--- src/rtl/arith_pkg.sv ---
// Shared definitions for the sequential arithmetic units (shift-add multiplier,
// non-restoring divider and any later iterative units).
package arith_pkg;

  typedef enum logic [1:0] {
    IDLE = 2'd0,
    CALC = 2'd1,
    DONE = 2'd2
  } mul_state_t;

  // Ceiling log2 usable in constant expressions; returns at least 1 so a
  // counter sized from it is never zero bits wide.
  function automatic int clog2(input int value);
    int result;
    int span;
    result = 0;
    span   = 1;
    while (span < value) begin
      span   = span * 2;
      result = result + 1;
    end
    if (result < 1) begin
      result = 1;
    end
    return result;
  endfunction

endpackage : arith_pkg

--- src/rtl/shift_add_step.sv ---
// One shift-add multiply iteration: conditionally add the multiplicand into the
// high half, then shift the whole accumulator right by one bit.
module shift_add_step #(
  parameter int WIDTH = 32
) (
  input  logic [2*WIDTH:0]   acc,
  input  logic [WIDTH-1:0]   mcand,
  output logic [2*WIDTH:0]   acc_nxt
);

  logic [WIDTH:0]   hi_ext;
  logic [WIDTH:0]   sum;
  logic             unused_carry;

  // The carry bit is always consumed by the shift of the previous step.
  assign unused_carry = acc[2*WIDTH];

  assign hi_ext  = {1'b0, acc[2*WIDTH-1:WIDTH]};
  assign sum     = acc[0] ? (hi_ext + {1'b0, mcand}) : hi_ext;
  assign acc_nxt = {1'b0, sum, acc[WIDTH-1:1]};

endmodule : shift_add_step

--- src/rtl/shift_add_mul.sv ---
// Sequential unsigned multiplier retiring one multiplier bit per clock behind
// valid/ready request and result handshakes.
//
// state | meaning
// IDLE  | waiting for operands, in_ready high
// CALC  | iterating, one multiplier bit per cycle for WIDTH cycles
// DONE  | product on p, out_valid high until out_ready
module shift_add_mul
  import arith_pkg::*;
#(
  parameter int WIDTH = 32
) (
  input  logic                 clk,
  input  logic                 rst_n,
  input  logic                 in_valid,
  output logic                 in_ready,
  input  logic [WIDTH-1:0]     x,
  input  logic [WIDTH-1:0]     y,
  output logic                 out_valid,
  input  logic                 out_ready,
  output logic [2*WIDTH-1:0]   p
);

  localparam int CW = clog2(WIDTH);
  localparam logic [CW-1:0] CNT_LAST = CW'(WIDTH - 1);

  mul_state_t          state;
  mul_state_t          state_nxt;
  logic [CW-1:0]       cnt;
  logic [WIDTH-1:0]    mcand;
  logic [2*WIDTH:0]    acc;
  logic [2*WIDTH:0]    acc_step;

  shift_add_step #(
    .WIDTH (WIDTH)
  ) u_step (
    .acc     (acc),
    .mcand   (mcand),
    .acc_nxt (acc_step)
  );

  always_comb begin
    state_nxt = state;
    case (state)
      IDLE: if (in_valid) state_nxt = CALC;
      CALC: if (cnt == CNT_LAST) state_nxt = DONE;
      DONE: if (out_ready) state_nxt = IDLE;
      default: state_nxt = IDLE;
    endcase
  end

  always_ff @(posedge clk) begin
    if (!rst_n) begin
      state <= IDLE;
      cnt   <= '0;
      mcand <= '0;
      acc   <= '0;
    end else begin
      state <= state_nxt;
      case (state)
        IDLE: begin
          if (in_valid) begin
            mcand <= x;
            acc   <= {1'b0, {WIDTH{1'b0}}, y};
            cnt   <= '0;
          end
        end
        CALC: begin
          acc <= acc_step;
          cnt <= cnt + CW'(1);
        end
        default: ;
      endcase
    end
  end

  // Handshake outputs come from registered state only.
  assign in_ready  = (state == IDLE);
  assign out_valid = (state == DONE);
  assign p         = acc[2*WIDTH-1:0];

endmodule : shift_add_mul

--- config.mk ---
export PLATFORM = sky130hd
export DESIGN_NAME = shift_add_mul
export DESIGN_NICKNAME = d
export VERILOG_FILES = /design/src/rtl/arith_pkg.sv /design/src/rtl/shift_add_step.sv /design/src/rtl/shift_add_mul.sv
export SDC_FILE = /design/constraint.sdc
export NUM_CORES = 1
export LEC_CHECK = 0
export CAP_MARGIN = 20
export CORE_MARGIN = 2
export CORE_UTILIZATION = 56
export DETAILED_ROUTE_END_ITERATION = 10
export PLACE_DENSITY = 0.87
export SYNTH_ARGS = -nofsm -noshare
export SYNTH_HDL_FRONTEND = slang
export SYNTH_SLANG_ARGS = --single-unit
--- constraint.sdc ---
create_clock -name clk -period 3.8 [get_ports clk]
set_input_delay 1.14 -clock clk [delete_from_list [all_inputs] [get_ports clk]]
set_output_delay 1.14 -clock clk [all_outputs]
set_load 0.01 [all_outputs]
[After elaboration in Yosys (flattened, before gate mapping)]
Cells that the tools add are included.
Operators by class
  reduce and logical (&&, ||, !) cells: 5
  $add $sub $neg: 2
  equality and inequality tests: 6
  muxes and demuxes: 9
Operator list (number)
  $pmux 64 s2: 1
  $mux 64: 1
  $add 32x32->33: 1
  $mux 33: 1
  $pmux 5 s2: 1
  $mux 2: 3
  $pmux 2 s3: 1
  $add 5x1->5 const B: 1
  $eq 5x5->1 const B: 1
  $mux 5: 1
  $ne 2x2->1 const B: 2
  $reduce_and 2->1: 2
  $reduce_and 3->1: 1
  $eq 2x1->1 const B: 1
  $eq 2x2->1 const B: 1
  $logic_not 2->1: 1
  $ne 2x1->1 const B: 1
  $reduce_bool 2->1: 1
Storage, ports and cells
  input bits: 68
  output and inout bits: 66
  word-level logic and storage cells: 26
  bits in registers: 103

[Logic depth before layout (Yosys ltp)]
  depth in word-level cells: 3
  mapped depth: 9

[By module]
From an unflattened synthesis, not the netlist that was laid out.
Second synthesis, totals
  cell total of the unflattened synthesis: 896
  area total of the unflattened synthesis: 6832.8 um^2
Modules (own cells, without submodules)
  shift_add_mul: cells an instance 567, sequential area each 2082.0 um^2, times used 1, area each 4440.5 um^2
  shift_add_step: cells an instance 329, sequential area each 0.0 um^2, times used 1, area each 2392.3 um^2

[Worst setup path after synthesis]
Ideal clock, no wire load.
  path type: register to register
  from: reg acc[32]
  to: reg acc[63]
  library setup time: 0.116 ns
  cell stages (with the launch flop): 10
  setup slack: 1.561 ns
  data required time: 3.684 ns
  clock period less this slack: 2.239 ns
  data arrival time: 2.123 ns
  cells stage by stage: dfxtp_1 > ha_1 > fa_1 > a21oi_1 > o211ai_1 > a21oi_1 > a31oi_2 > a21oi_1 > o211ai_1 > and3b_1
On the way
  word-level cells in the longest chain between the ends: 3
Ends and longest elaborated chain
  start: declaration: line shift_add_mul.sv:31  | logic [2*WIDTH:0] acc;
  start signal: assignment: line shift_add_mul.sv:64  | acc <= {1'b0, {WIDTH{1'b0}}, y};
  start signal: assignment: line shift_add_mul.sv:69  | acc <= acc_step;
  $add 32x32->33: line shift_add_step.sv:19  | assign sum = acc[0] ? (hi_ext + {1'b0, mcand}) : hi_ext;
  $mux 33: line shift_add_step.sv:19
  $pmux 64 s2: line shift_add_mul.sv:60  | case (state)
Every way passes these cells.
A chain may end at the register's enable or synchronous reset.

[Final worst setup path]
  from: reg state[0]
  to: out in_ready
On the way
  word-level cells in the longest chain between the ends: 1
Ends and longest elaborated chain
  start: declaration: line shift_add_mul.sv:27  | mul_state_t state;
  start signal: assignment: line shift_add_mul.sv:59  | state <= state_nxt;
  $logic_not 2->1: line shift_add_mul.sv:78  | assign in_ready = (state == IDLE);
  end: declaration: line shift_add_mul.sv:16  | output logic in_ready,
Every way passes these cells.

==> impl_results.md <==
* Synth Net Count at 904
* Placeable Area at approximately 11000 sq um
* Wire length per cell at ~16 um
* CTS tree: yes
* TritonCTS Buffers at 9
* First-pass detailed-route iteration total at 5
* Hold endpoint: mcand[2]
* Finished Cell Area at roughly 7800 sq um
* Post-Syn Instances at 801
* NumNets Final at 1006
* Min-Delay Path Depth at 2
* Post-route setup TNS at 0 ns
* Area Growth Syn to Fin at 25.3%
* R2R setup slack at about 1.1 ns
* Max-Slew Margin vs Limit at just over 50%
* CP Launch Type: flop
* Proportion of layout cells with a drive suffix above 1 at under 10%
* Avg Inst Size Synth at ~7.7 sq um
* Fin. Hold Viols at 0
* Number of synthesized flops with an enable pin at 0
* Crit Path Class: reg -> out
* CTS Hold Buffers Added at 0
* Hold Path Class: reg -> reg
* Final period utilization at roughly 70%
* Clk_skew at between 0.015 and 0.02 ns
* Internal power at 1.65 mW
* Max-slew violation count at 0
* Vias per cell at about 5.9
* DIE WIDTH at roughly 110 um
* First-pass GRT wire length at around 28000 um
* Gr ovfl total at 0
* Placement Setup Slack at roughly 0.94 ns
* HPWL after DPL at 12400 um
* Cell taking the most area after synthesis: dfxtp_1
* Post-CTS Setup Inserts at 0
* Area fraction of the dominant cell type after synthesis at ~33%
* Via Count at slightly above 6000
* Row count at 38
* Clock Latency Late Sink at ~0.38 ns
* Via count of the first global-routing pass at just over 6000
* CP required at between 2 and 3 ns
* Most frequent cells in the layout: nand2_1, clkdlybuf4s50_1, dfxtp_1
* Worst VDD drop at ~0.00032 V
* Antenna violations before repair at 0
* Final Core Density at between 70 and 80%
* Placed Area at about 7600 sq um
* Minimum clock period at around 2.7 ns
* Final setup violation count at 0
* Die height at 109 um
* Arr. time, crit path at roughly 1.6 ns
* Synth Warn # at 0
* Area contributors post-synth: dfxtp_1, nand2_1, ha_1, o211a_1, a21oi_1
* Final WS setup at approximately 1.1 ns
* Diode count at 0
* Clock Tree Buf Depth at 2
* Worst Max-Slew Pin Slew at roughly 0.72 ns
* Sw Ratio at 30.3%
* Clock sinks at ~100
* Cell area after synthesis at roughly 6200 sq um
* Hold Startpoint: mcand[2]
* Largest net degree at the start of global routing at roughly 80
* Gate power share at a little over a fifth
* # IOs at 134
* Reg clk slew, reported paths at approximately 0.11 ns
* Crit Path Max Fanout at 5
* Pwr Density at slightly above 300 nW/um^2
* Clock share of power at between 20% and 30%
* R2r worst-path depth at 9
* Max frequency at 365 MHz
* Sequential cell fraction of total power at 50.3%
* Worst r2r src: acc[32]
* Post-synthesis cell type count at 61
* Net Switching at 720 uW
* Post-CTS Resized at 0
* Post-synth top flop: dfxtp_1
* Drt first-iter violations at roughly 370
* Leading cell type in the layout, fill and taps excluded: nand2_1
* Status: finished, final reports clean
* # fillers at between 800 and 900
* Drt drc at 0
* Worst setup EP type: output port
* Synthesis-stage register bit count at 103
* Worst R2R End: acc[61]
* H-Tree Depth at 3
* Max_cap viols at 0
* Die footprint at 11900 sq um
* Synth async-reset ratio at 0%
* Detailed Route WL at around 17000 um
* RSZ-0062 raised after global routing: false
* Gp weighted congestion at 0.908
* Register area share after synthesis at between 30 and 40%
* Antenna-violating nets left at 0
* Root Driver: clkbuf_8
* Lkg Pwr at 3.35 nW
* Initial Util at between 50% and 60%
* Total GRT Usage at approximately 29%
* IO Port Bufs at between 100 and 150
-- worst max-delay path, stage by stage (launching register included) --
cell	delay (ns)
dfxtp_1	0.37
nor2_1	0.24
clkdlybuf4s50_1	0.61
-- logic make-up after synthesis --
group	after synthesis	synth area share [%]
xor+xnor	26	3.68
simple gates	324	23.4
buf+inv	63	4.00
mux	9	1.49
compound gates	241	27.0
fa+ha+maj	35	7.19
flops	103	33.3
-- state kept, by name, indices dropped and copies added (netlist names) --
signal  flops
cnt         5
mcand      32
state       2
acc        64
-- synth_stat cells, types with 3 or more instances --
| library cell | count |
|---|---|
| ha_1 | 34 |
| nor2_2 | 3 |
| o21ai_0 | 45 |
| a222oi_1 | 4 |
| a21o_1 | 13 |
| a21oi_1 | 52 |
| xor2_1 | 13 |
| inv_1 | 10 |
| nor3_1 | 5 |
| o21bai_1 | 6 |
| o211ai_1 | 7 |
| nand3_1 | 42 |
| and3_1 | 4 |
| o21ai_1 | 7 |
| o211a_1 | 33 |
| nand2_1 | 195 |
| a22o_1 | 12 |
| a22oi_1 | 5 |
| nand2b_1 | 3 |
| o21a_1 | 4 |
| a21boi_0 | 27 |
| a211oi_1 | 3 |
| xnor2_1 | 13 |
| nor2b_1 | 10 |
| dfxtp_1 | 103 |
| nand4_1 | 9 |
| buf_2 | 8 |
| nor2_1 | 29 |
| and2_1 | 10 |
| mux2i_1 | 7 |
| a31oi_1 | 4 |
| a211o_1 | 3 |
| clkbuf_1 | 38 |
| buf_1 | 6 |
-- per-layer routing --
metal	up-vias	track usage (%)	share of wire (%)
met4	0	8.61	1.7
met1	2866	35.0	41
li1	3046	-	-
met3	22	8.85	9.0
met2	227	50.8	49
met5	-	0	0
-- power by group through the flow --
stage / clock network (mW) / registers, mW / logic (mW)
2_1_floorplan: 0 / 1.22 / 0.276
3_3_place_gp: 0 / 1.22 / 0.496
3_5_place_dp: 0 / 1.22 / 0.514
4_1_cts: 0.674 / 1.20 / 0.518
5_1_grt: 0.715 / 1.20 / 0.569
6_report: 0.662 / 1.20 / 0.517
-- metrics by stage --
| step | hold slack (ns) | instances | total power, mW |
|---|---|---|---|
| after global placement | 0.449 | 1032 | 1.71 |
| after global routing | 0.496 | 1048 | 2.49 |
| final | 0.478 | 1048 | 2.37 |
| after floorplan | 0.440 | 801 | 1.50 |
| after CTS | 0.480 | 1048 | 2.39 |
| after detailed placement | 0.466 | 1032 | 1.73 |
-- worst max path at each step --
stage / end / from / slack (ns)
after CTS: in_ready / state[0] / 1.03
final: in_ready / state[0] / 1.06
after global placement: acc[42] / in_valid / 0.96
after global routing: acc[61] / acc[32] / 0.95
after floorplan: acc[63] / acc[32] / 1.56
after detailed placement: acc[42] / in_valid / 0.94
-- cell type report --
class	instances	area, sq um	area share [%]
Multi-Input combinational cell	635	3890	50.2
Timing Repair Buffer	144	1410	18.2
Sequential cell	103	2060	26.6
Clock inverter	5	40.0	0.516
Tap cell	140	175	2.26
Inverter	10	37.5	0.484
Clock buffer	11	141	1.82
Power figures use the tool's default switching activity.
